[src/rtl/io_sequencer.sv]
// io_sequencer: holds the CPU stalled across one IO operation. Inputs complete on a
// debounced press/release of the confirm key; outputs are shown for a fixed hold time.
module io_sequencer #(
  parameter int DEBOUNCE_CYCLES = 16,
  parameter int OUT_HOLD_CYCLES = 8
) (
  input  logic        clk,
  input  logic        reset,
  input  logic        io_req,
  input  logic        io_dir,
  input  logic [31:0] io_wdata,
  input  logic        confirm_key,
  input  logic [31:0] sw_data,
  output logic        cpu_stall,
  output logic        io_ack,
  output logic [31:0] io_rdata,
  output logic [31:0] num,
  output logic        output_flag,
  output logic        input_flag
);
  localparam int DB_W   = $clog2(DEBOUNCE_CYCLES + 1);
  localparam int HOLD_W = $clog2(OUT_HOLD_CYCLES + 1);

  typedef enum logic [2:0] {IDLE, IN_WAIT, IN_RELEASE, OUT_HOLD, ACK} state_t;

  state_t            state;
  logic              key_p0;
  logic              key_p1;
  logic              key_deb;
  logic [DB_W-1:0]   db_cnt;
  logic              key_press;
  logic              key_release;
  logic [HOLD_W-1:0] hold_cnt;

  // Reset gates the stall so every output reads 0 while reset is held.
  assign cpu_stall = reset & io_req & ~io_ack;

  // Synchronizer and debouncer. The flops reset to the released level (1) so a
  // key that is idle at reset release never looks like a press.
  always_ff @(posedge clk) begin
    if (!reset) begin
      key_p0      <= 1'b1;
      key_p1      <= 1'b1;
      key_deb     <= 1'b1;
      db_cnt      <= '0;
      key_press   <= 1'b0;
      key_release <= 1'b0;
    end else begin
      key_p0      <= confirm_key;
      key_p1      <= key_p0;
      key_press   <= 1'b0;
      key_release <= 1'b0;
      if (key_p1 == key_deb) begin
        db_cnt <= '0;
      end else if (db_cnt == DB_W'(DEBOUNCE_CYCLES - 1)) begin
        key_deb     <= key_p1;
        db_cnt      <= '0;
        key_press   <= ~key_p1;
        key_release <= key_p1;
      end else begin
        db_cnt <= db_cnt + DB_W'(1);
      end
    end
  end

  // Operation sequencer; events are only looked at in the state that wants them,
  // so presses elsewhere are simply dropped.
  always_ff @(posedge clk) begin
    if (!reset) begin
      state       <= IDLE;
      hold_cnt    <= '0;
      io_ack      <= 1'b0;
      io_rdata    <= '0;
      num         <= '0;
      output_flag <= 1'b0;
      input_flag  <= 1'b0;
    end else begin
      io_ack <= 1'b0;
      case (state)
        IDLE: begin
          if (io_req) begin
            if (io_dir) begin
              state       <= IN_WAIT;
              input_flag  <= 1'b1;
              output_flag <= 1'b0;
            end else begin
              state       <= OUT_HOLD;
              num         <= io_wdata;
              hold_cnt    <= '0;
              output_flag <= 1'b1;
              input_flag  <= 1'b0;
            end
          end
        end
        IN_WAIT: begin
          if (key_press) begin
            io_rdata <= sw_data;
            state    <= IN_RELEASE;
          end
        end
        IN_RELEASE: begin
          if (key_release) begin
            state      <= ACK;
            io_ack     <= 1'b1;
            input_flag <= 1'b0;
          end
        end
        OUT_HOLD: begin
          hold_cnt <= hold_cnt + HOLD_W'(1);
          if (hold_cnt == HOLD_W'(OUT_HOLD_CYCLES - 1)) begin
            state  <= ACK;
            io_ack <= 1'b1;
          end
        end
        ACK:     state <= IDLE;
        default: state <= IDLE;
      endcase
    end
  end
endmodule

[config.mk]
export PLATFORM = sky130hd
export DESIGN_NAME = io_sequencer
export DESIGN_NICKNAME = d
export VERILOG_FILES = /design/src/rtl/io_sequencer.sv
export SDC_FILE = /design/constraint.sdc
export NUM_CORES = 1
export LEC_CHECK = 0
export BUFFER_PORTS_ARGS = -buffer_cell sky130_fd_sc_hd__buf_2
export CAP_MARGIN = 10
export CORE_AREA = 10 10 97 163
export CTS_CLUSTER_DIAMETER = 60
export CTS_CLUSTER_SIZE = 28
export DETAILED_ROUTE_END_ITERATION = 8
export DIE_AREA = 0 0 107 173
export PLACE_DENSITY = 0.57
export SLEW_MARGIN = 5
export SYNTH_ARGS = -nofsm -noshare
export SYNTH_HDL_FRONTEND = slang
export SYNTH_SLANG_ARGS = --single-unit
[constraint.sdc]
create_clock -name clk -period 1.85 [get_ports clk]
set_clock_uncertainty 0.05 [all_clocks]
set_input_delay 0.185 -clock clk [delete_from_list [all_inputs] [get_ports clk]]
set_output_delay 0.185 -clock clk [all_outputs]
set_load 0.02 [all_outputs]
==> summary.md, run 1 <==
| Metric | Value |
|---|---|
| Status | `finished, final reports clean` |
| Cell-internal power | `between 2 and 3 mW` |
| Post-Syn Nets | `about 450` |
| Synth Instances | `around 380` |
| Layout Nets | `577` |
| Die Width | `roughly 110 µm` |
| Final instance area | `about 0.0043 mm²` |
| Gr ovfl total | `0` |
| Gpl congestion | `0.7513` |
| Number of distinct library cells after synthesis | `41` |
| DR WL/cell | `14.52 µm` |
| Clk slew on worst S/H paths | `roughly 0.060 ns` |
| Vias/cell | `approximately 4.6` |
| Top cell type's share of synthesized area | `between 50% and 60%` |
| Synth warnings | `0` |
| Fin crit share | `about nine tenths` |
| Core footprint | `around 0.013 mm²` |
| Clock Latency Late Sink | `between 0.3 and 0.4 ns` |
| Main area contributors after synthesis | `dfxtp_1 (53%), a21oi_1 (11%), nand2_1 (8.5%), nand3_1 (5.3%), o21ai_0 (3.9%)` |
| Pre-antenna DRT Iters | `4` |
| Vias in the first global route | `approximately 3.2k` |
| Hold WC Path Type | `input port to flop` |
| Share of cells above drive strength 1 | `32.94%` |
| Place WS | `slightly above 0.2 ns` |
| Dpl cell area | `roughly 0.0041 mm²` |
| Slew headroom | `a little under three quarters` |
| Commonest non-fill, non-tap cell in the layout | `buf_2` |
| Area delta synth->final | `36.56%` |
| Clock Power Share | `around two fifths` |
| Power share of the sequential group | `47.3%` |
| GRT Total Usage | `between 10% and 20%` |
| Number of I/O port buffers | `136` |
| Count of final hold-check violations | `0` |
| Root Driver | `clkbuf_16` |
| Mapped Area | `around 0.0032 mm²` |
| Crit Path Class | `flop to flop` |
| Fraction of registers with async set or reset after synthesis | `0%` |
| Row cnt | `55` |
| P_sw | `approximately 1 mW` |
| Yosys reg bits | `84` |
| RSZ-0062 raised after global routing | `no` |
| Post-route ant nets | `0` |
| # setup viols final | `0` |
| Commonest non-fill, non-tap cells in the layout | `buf_2 (136), dfxtp_1 (84), nand2_1 (72), a21oi_1 (69), nand3_1 (34)` |
| CTS Buffer Depth | `2` |
| Sw Share | `between 20% and 30%` |
| Fin crit period | `between 1.5 and 2 ns` |
| Clk sink count | `84` |
| PwrDens | `just over 900 mW/mm²` |
| HPWL Detailed | `roughly 7500 µm` |
| Max Transition Viols Final | `0` |
| Mean post-synth cell area | `~8.4 µm²` |
| Initial antenna violation count | `1` |
| Drt total wl | `9904 µm` |
| Initial Util | `24.60%` |
| Max-Cap Viols | `0` |
| TritonCTS Buffers | `9` |
| Final Util | `roughly 34%` |
| CTS H-Tree Depth | `3` |
| Crit Path Max Fanout | `5` |
| Combinational cell fraction of total power | `between 10% and 20%` |
| Pin count of the biggest net entering global routing | `38` |
| Worst Tran Pin Value | `about 0.43 ns` |
| WP data required | `2.06 ns` |
| CTS tree | `yes` |
| DRC | `0` |
| Sequential-to-total area share from yosys stat | `a little over half` |
| Final worst slack | `0.1969 ns` |
| Startpoint types | `flop` |
| Post-synth top area cell | `dfxtp_1` |
| Post-CTS Setup Inserts | `0` |
| Peak supply drop | `0.4664 mV` |
| Setup TNS | `0 ns` |
| First-pass GRT wire length | `between 15000 and 20000 µm` |
| 1st-iter DRT viols | `140` |
| Crit end category | `flop` |
| DIE AREA | `0.01851 mm²` |
| IO Count | `137` |
| Post-synth EDFFs | `0` |
| Leakage power | `around 1.8 nW` |
| Top FF cell, synth | `dfxtp_1` |
| CP arrival | `between 1.5 and 2 ns` |
| Max Fclk | `0.6049 GHz` |
| Vias post-DR | `just over 3k` |
| Die height | `173 µm` |
==> synth_stat cells, types with 2 or more instances <==
library cell  count
nand2b_1          3
nand2_1          72
a21oi_1          69
nor2_1           11
o21ai_0          25
inv_1             4
ha_1              3
nor3b_1           2
dfxtp_1          84
buf_2            11
nand3b_1          2
buf_6             3
nand3_1          34
clkbuf_1         19
xnor2_1           2
o21ai_1           8
==> layer usage <==
| metal | track usage (%) | routed length (µm) |
|---|---|---|
| met5 | 0 | 0 |
| met4 | 5.215 | 284 |
| met3 | 3.797 | 651 |
| met2 | 18.67 | 5140 |
| met1 | 10.35 | 3827 |
==> power by group through the flow <==
stage	Clock (mW)	Sequential (mW)	Combinational, mW
2_1_floorplan	0	1.97	0.203
3_3_place_gp	0	1.92	0.423
3_5_place_dp	0	1.92	0.431
4_1_cts	1.73	1.88	0.434
5_1_grt	1.80	1.89	0.480
6_report	1.67	1.88	0.429
==> timing repair <==
item	in CTS	in global routing
resized for setup	0	0
hold endpoints to repair	1	0
hold buffers	1	0
endpoints found under the setup margin	0	0
==> final timing paths <==
check,startpoint,end,slack (ns),depth (start not counted)
worst min-delay path,sw_data[19],io_rdata[19],0.04,3
worst max register to register,db_cnt[0],db_cnt[2],0.20,5
worst max-delay path,db_cnt[0],db_cnt[2],0.20,5
worst min register to register,key_p0,key_p1,0.35,1
==> cell families after synthesis <==
logic type	after synthesis	synth area share, %
AO/OA/AOI/OAI	116	19.97
XOR/XNOR	3	0.8256
AND/OR/NAND/NOR	132	19.26
multiplexers	1	0.3145
flip-flops	84	52.83
adder cells (fa/ha/maj)	3	1.179
buffers and inverters	38	5.621
==> area by class of cell <==
| class | instances | area, µm² |
|---|---|---|
| fillers | 1403 | 8591 |
| flip-flops and latches | 84 | 1682 |
| multi-input cells | 255 | 1338 |
| repair buffers | 150 | 813.3 |
| clock buffers | 11 | 242.7 |
| well taps | 171 | 214.0 |
| clock inverters | 5 | 36.28 |
| inverters | 5 | 18.77 |
| diodes | 1 | 2.502 |
==> through the flow <==
| step | total power [mW] | hold slack [ns] | std cells |
|---|---|---|---|
| after floorplan | 2.175 | 0.2365 | 377 |
| after global placement | 2.344 | 0.3263 | 664 |
| after detailed placement | 2.354 | 0.3336 | 664 |
| after CTS | 4.050 | 0.02347 | 681 |
| after global routing | 4.163 | 0.02199 | 682 |
| final | 3.978 | 0.03678 | 682 |
==> sequential cells by signal, summed over array words and instances, names as in the netlist, 3 cells and up <==
name      flops
io_rdata     32
num          32
db_cnt        5
hold_cnt      4
state         3
==> worst max-delay path: stages, from the launching register on <==
cell     delay, ns
dfxtp_1       0.33
ha_1          0.23
and3_1        0.19
ha_1          0.21
or3_1         0.45
nor2_1        0.13
No activity file was read; power rests on OpenSTA's default activity.
==> run 2: changes to the inputs <==
==> constraint.sdc (replaced) <==
create_clock -name clk -period 1.85 [get_ports clk]
set_clock_uncertainty 0.05 [all_clocks]
set_input_delay 0.0925 -clock clk [delete_from_list [all_inputs] [get_ports clk]]
set_output_delay 0.0925 -clock clk [all_outputs]
set_load 0.02 [all_outputs]
==> run 2 against run 1 <==
  * Critical path depth shrank 1
  * Critical path type unchanged
  * Clock power grew 6%
  * Critical endpoint is now num[5]
  * Die area is the same
==> summary.md, run 2 (same netlist as run 1, synthesis figures left out) <==
| Metric | Value |
|---|---|
| Status | `finished, final reports clean` |
| Place WS | `0.2052 ns (-0.001898 ns)` |
| Setup TNS | `0 ns (unchanged)` |
| Critical-path cell list | `or4b_1, buf_4, o21ai_0, a21oi_1` |
| Max Fclk | `0.6025 GHz (-0.41%)` |
| Largest regs | `io_rdata (32), num (32), db_cnt (5)` |
| Die height | `173 µm (unchanged)` |
| Pre-antenna DRT Iters | `4 (unchanged)` |
| Vias in the first global route | `3476 (+9.0%)` |
| Pin count of the biggest net entering global routing | `39 (+2.6%)` |
| Core footprint | `0.01294 mm² (unchanged)` |
| Worst Tran Pin Value | `0.4829 ns (+0.05508 ns)` |
| Leakage power | `2.111 nW (+16%)` |
| Crit Path Class | `flop to flop` |
| DRC | `0 (unchanged)` |
| DR WL/cell | `14.31 µm (-1.5%)` |
| Drt total wl | `10660 µm (+7.6%)` |
| Area delta synth->final | `57.47%` |
| Final worst slack | `0.1901 ns (-0.006726 ns)` |
| IO Count | `137 (unchanged)` |
| HPWL Detailed | `7462 µm (about the same)` |
| CTS H-Tree Depth | `3 (unchanged)` |
| Worst path max stage delay | `0.56 ns (+0.11 ns)` |
| Startpoint types | `flop` |
| Share of cells above drive strength 1 | `29.27% (-3.7 points)` |
| Vias post-DR | `3384 (+8.7%)` |
| GRT Total Usage | `11.28% (+0.77 points)` |
| CTS Buffer Depth | `2 (unchanged)` |
| Slowest CP cell | `or4b_1` |
| Root Driver | `clkbuf_16` |
| Max Transition Viols Final | `0 (unchanged)` |
| Hold WC Path Type | `input port to flop` |
| Commonest non-fill, non-tap cell in the layout | `buf_2` |
| Layout Nets | `641 (+11%)` |
| Fin crit period | `1.660 ns (+0.006726 ns)` |
| Crit end category | `flop` |
| Dpl cell area | `0.004068 mm² (+0.31%)` |
| Number of I/O port buffers | `136 (unchanged)` |
| DIE AREA | `0.01851 mm² (unchanged)` |
| Fin crit share | `89.72% (+0.36 points)` |
| Clk sink count | `84 (unchanged)` |
| Initial Util | `24.60% (unchanged)` |
| Gpl congestion | `0.7590 (+1.0%)` |
| CP arrival | `1.80 ns (-0.06 ns)` |
| Final Util | `38.74% (+5.1 points)` |
| Clock Latency Late Sink | `0.33 ns (about the same)` |
| Ant. Diodes | `0 (-1)` |
| Row cnt | `55 (unchanged)` |
| First-pass GRT wire length | `17110 µm (+8.3%)` |
| RSZ-0062 raised after global routing | `no` |
| Die Width | `107 µm (unchanged)` |
| Gr ovfl total | `0 (unchanged)` |
| # setup viols final | `0 (unchanged)` |
| Vias/cell | `4.542 (-0.52%)` |
| Crit Path Max Fanout | `34 (+29)` |
| Max-Cap Viols | `0 (unchanged)` |
| PwrDens | `835.8 mW/mm² (-8.7%)` |
| Post-route ant nets | `0 (unchanged)` |
| Slew headroom | `67.76% (-3.7 points)` |
| Final instance area | `0.005012 mm² (+15%)` |
| Clk slew on worst S/H paths | `0.06 ns (about the same)` |
| WP data required | `1.99 ns (-0.07 ns)` |
| CTS tree | `yes` |
| Peak supply drop | `0.3938 mV (-16%)` |
| Initial antenna violation count | `0 (-1)` |
| Count of final hold-check violations | `0 (unchanged)` |
| TritonCTS Buffers | `9 (unchanged)` |
| Commonest non-fill, non-tap cells in the layout | `buf_2 (136), dfxtp_1 (84), nand2_1 (72), a21oi_1 (69), dlygate4sd3_1 (65)` |
| 1st-iter DRT viols | `118 (-16%)` |
| Reg2reg setup slack | `0.19 ns (about the same)` |
==> run 2: timing repair <==
item / CTS / global route
hold buffers: 65 / 0
gates resized for setup: 0 / 0
setup buffers: 0 / 0
setup endpoints to repair: 0 / 0
hold endpoints to repair: 65 / 0
==> run 2: routing by layer <==
metal / part of all wire (%) / track usage [%] / up-vias
li1: - / - / 1675
met1: 39 / 11.28 / 1553
met2: 51 / 19.87 / 128
met3: 6.0 / 3.500 / 28
met4: 3.8 / 6.406 / 0
met5: 0 / 0 / -
==> run 2: critical path, delay by kind of cell, from the launching register on <==
family                 cells  cell delay [ns]
buffers and inverters      1             0.27
DFF                        1             0.31
and+or+nand+nor            1             0.56
AOI/OAI and AO/OA          2             0.31
==> run 2: where the power goes <==
| part | total, mW | internal (mW) | switching [mW] |
|---|---|---|---|
| clock network | 1.77 | 1.05 | 0.719 |
| registers | 1.88 | 1.86 | 0.0249 |
| logic | 0.541 | 0.258 | 0.283 |
| total | 4.19 | 3.16 | 1.03 |
==> run 2: cell type report <==
type	instances	area (µm²)
flip-flops and latches	84	1682
multi-input cells	255	1338
repair buffers	214	1466
clock inverters	6	65.06
well taps	171	214.0
inverters	5	18.77
fillers	1314	7925
clock buffers	10	229.0
==> run 2: worst paths after layout <==
kind,start,endpoint,depth (start not counted)
hold reg to reg,key_p0,key_p1,1
setup / recovery,state[2],num[5],4
setup reg to reg,state[2],num[5],4
hold / removal,reset,key_deb,3
==> run 2: through the flow <==
stage / power, mW / instances / hold slack, ns
final: 4.189 / 745 / 0.07452
after floorplan: 2.175 / 377 / 0.1440
after detailed placement: 2.357 / 664 / 0.2386
after global placement: 2.346 / 664 / 0.2353
after CTS: 4.255 / 745 / 0.06996
after global routing: 4.381 / 745 / 0.08342
==> run 3: changes to the inputs <==
--- a/constraint.sdc
+++ b/constraint.sdc
@@ -3,3 +3,3 @@
 set_input_delay 0.0925 -clock clk [delete_from_list [all_inputs] [get_ports clk]]
 set_output_delay 0.0925 -clock clk [all_outputs]
-set_load 0.02 [all_outputs]
+set_load 0.1 [all_outputs]
==> run 3 against run 2 <==
  * Via count shrank 0.65%
  * Setup slack lost 0.0016 ns
  * Worst hold slack lost 0.0045 ns
  * Critical path depth grew 1
  * Non-clock buffer count shrank 1
  * Sequential cell count is the same
  * Largest power group is now the clock network
  * Sequential share of layout area shrank 0.12 points
  * First-iteration DRC count shrank 5.1%
==> summary.md, run 3 (same netlist as run 1, synthesis figures left out) <==
| Metric | Value |
|---|---|
| Status | `finished, final reports clean` |
| WP buf/inv | `0 (-1)` |
| Row cnt | `55 (unchanged)` |
| CTS Hold Bufs | `65 (unchanged)` |
| DIE AREA | `0.01851 mm² (unchanged)` |
| Pre-antenna DRT Iters | `4 (unchanged)` |
| Hold Crit Depth | `3 (unchanged)` |
| Setup TNS | `0 ns (unchanged)` |
| Drt total wl | `10820 µm (+1.5%)` |
| Crit Path Class | `flop to flop` |
| Worst path max stage delay | `0.45 ns (-0.11 ns)` |
| # setup viols final | `0 (unchanged)` |
| Reg2reg setup slack | `0.19 ns (about the same)` |
| Area delta synth->final | `58.02%` |
| Critical-path cell list | `ha_1, and3_1, ha_1, or3_1, nor2_1` |
| Leakage power | `2.110 nW (about the same)` |
| Final Non-Filler Cells | `744 (-0.13%)` |
| Gr ovfl total | `0 (unchanged)` |
| Fin crit share | `89.81% (about the same)` |
| DRC | `0 (unchanged)` |
| R2r endpoint | `db_cnt[3]` |
| Max Transition Viols Final | `0 (unchanged)` |
| Count of final hold-check violations | `0 (unchanged)` |
| Startpoint types | `flop` |
| Fin crit period | `1.661 ns (+0.001565 ns)` |
| Most frequent CP cell | `ha_1` |
| Initial Util | `24.60% (unchanged)` |
| Max-Cap Viols | `0 (unchanged)` |
| GRT Total Usage | `11.41% (+0.13 points)` |
| Top delay family on crit path | `simple AND/OR/NAND/NOR gates` |
| TritonCTS Buffers | `9 (unchanged)` |
| Number of I/O port buffers | `136 (unchanged)` |
| Largest regs | `io_rdata (32), num (32), db_cnt (5)` |
| Hold Path End | `key_deb` |
| PwrDens | `913.4 mW/mm² (+9.3%)` |
| Core footprint | `0.01294 mm² (unchanged)` |
| Clock Latency Late Sink | `0.33 ns (about the same)` |
| Crit end category | `flop` |
| CTS tree | `yes` |
| Hold path start | `reset` |
| First-pass GRT wire length | `17260 µm (+0.88%)` |
| Pin count of the biggest net entering global routing | `51 (+31%)` |
| DR WL/cell | `14.55 µm (+1.7%)` |
| Root Driver | `clkbuf_16` |
| Die height | `173 µm (unchanged)` |
| Peak supply drop | `0.5057 mV (+28%)` |
| Worst R2R Path Depth | `5 (+1)` |
| Commonest non-fill, non-tap cells in the layout | `buf_2 (136), dfxtp_1 (84), nand2_1 (72), a21oi_1 (69), dlygate4sd3_1 (65)` |
| Initial antenna violation count | `0 (unchanged)` |
| Vias/cell | `4.519 (-0.52%)` |
| Crit Path Max Fanout | `5 (-85%)` |
| Post-route ant nets | `0 (unchanged)` |
| Vias in the first global route | `3480 (+0.12%)` |
| Clk sink count | `84 (unchanged)` |
| Launch point of the worst reg-to-reg path | `db_cnt[0]` |
| Ant. Diodes | `0 (unchanged)` |
| CP arrival | `1.87 ns (+0.07 ns)` |
| Share of cells above drive strength 1 | `29.14% (-0.12 points)` |
| Vias post-DR | `3362 (-0.65%)` |
| Gpl congestion | `0.7872 (+3.7%)` |
| Slowest CP cell | `or3_1` |
| Die Width | `107 µm (unchanged)` |
| WP data required | `2.06 ns (+0.07 ns)` |
| Register Area | `0.001682 mm² (unchanged)` |
| HPWL Detailed | `7419 µm (-0.58%)` |
| Commonest non-fill, non-tap cell in the layout | `buf_2` |
| Area of the multi-input gates | `0.001340 mm² (+0.19%)` |
| # fillers | `1308 (-0.46%)` |
| PostCTS Resize Cnt | `0 (unchanged)` |
| Layout Nets | `640 (-0.16%)` |
| CTS Buffer Depth | `2 (unchanged)` |
| Worst Tran Pin Value | `0.5306 ns (+0.04768 ns)` |
| Clk slew on worst S/H paths | `0.06 ns (about the same)` |
| Post-CTS Setup Inserts | `0 (unchanged)` |
| 1st-iter DRT viols | `112 (-5.1%)` |
| Hold WC Path Type | `input port to flop` |
| RSZ-0062 raised after global routing | `no` |
| Placed cells | `663 (-0.15%)` |
| IO Count | `137 (unchanged)` |
| Max Fclk | `0.6019 GHz (about the same)` |
| Slew headroom | `64.87% (-2.9 points)` |
| CTS H-Tree Depth | `3 (unchanged)` |
run 3: tightest hold or removal path, stage by stage:
cell and delay (ns):
buf_2 0.11, buf_4 0.16, nand2_1 0.06
run 3: per-stage QoR:
stage | utilization, % | worst slack [ns] | area [µm²] | hold WS [ns] | total power [mW]
after global placement | 31.40 | 0.2595 | 4063 | 0.2369 | 2.597
after floorplan | - | 0.1138 | 3186 | 0.1440 | 2.426
final | 38.88 | 0.1886 | 5030 | 0.07004 | 4.594
after global routing | 38.88 | 0.09750 | 5030 | 0.07872 | 4.770
after detailed placement | 31.40 | 0.1870 | 4063 | 0.2425 | 2.606
after CTS | 38.88 | 0.1801 | 5030 | 0.06004 | 4.648
run 3: metal layers:
| layer | global-route usage (%) | up-vias | part of all wire, % |
|---|---|---|---|
| li1 | - | 1679 | - |
| met1 | 11.31 | 1556 | 39 |
| met2 | 20.54 | 105 | 52 |
| met3 | 3.500 | 22 | 5.9 |
| met4 | 5.839 | 0 | 3.4 |
| met5 | 0 | - | 0 |
run 3: layout make-up:
cell class	instances	area share, %
inverter	5	0.3731
timing repair buffer	213	29.01
multi-input combinational	255	26.64
sequential	84	33.43
clock buffer	11	4.627
clock inverter	5	1.667
tap	171	4.254
run 3: worst max path at each step:
stage | from | endpoint | cells after the start
after floorplan | io_ack | cpu_stall | 1
after global placement | db_cnt[0] | db_cnt[0] | 5
after detailed placement | db_cnt[0] | db_cnt[3] | 5
after CTS | db_cnt[0] | db_cnt[3] | 5
after global routing | db_cnt[0] | db_cnt[3] | 5
final | db_cnt[0] | db_cnt[3] | 5
run 3: where the power goes:
group | total (mW) | internal [mW] | switching [mW] | leakage [nW]
clock | 1.92 | 1.19 | 0.733 | 0.146
sequential | 1.88 | 1.86 | 0.0243 | 0.681
combinational | 0.791 | 0.256 | 0.535 | 1.28
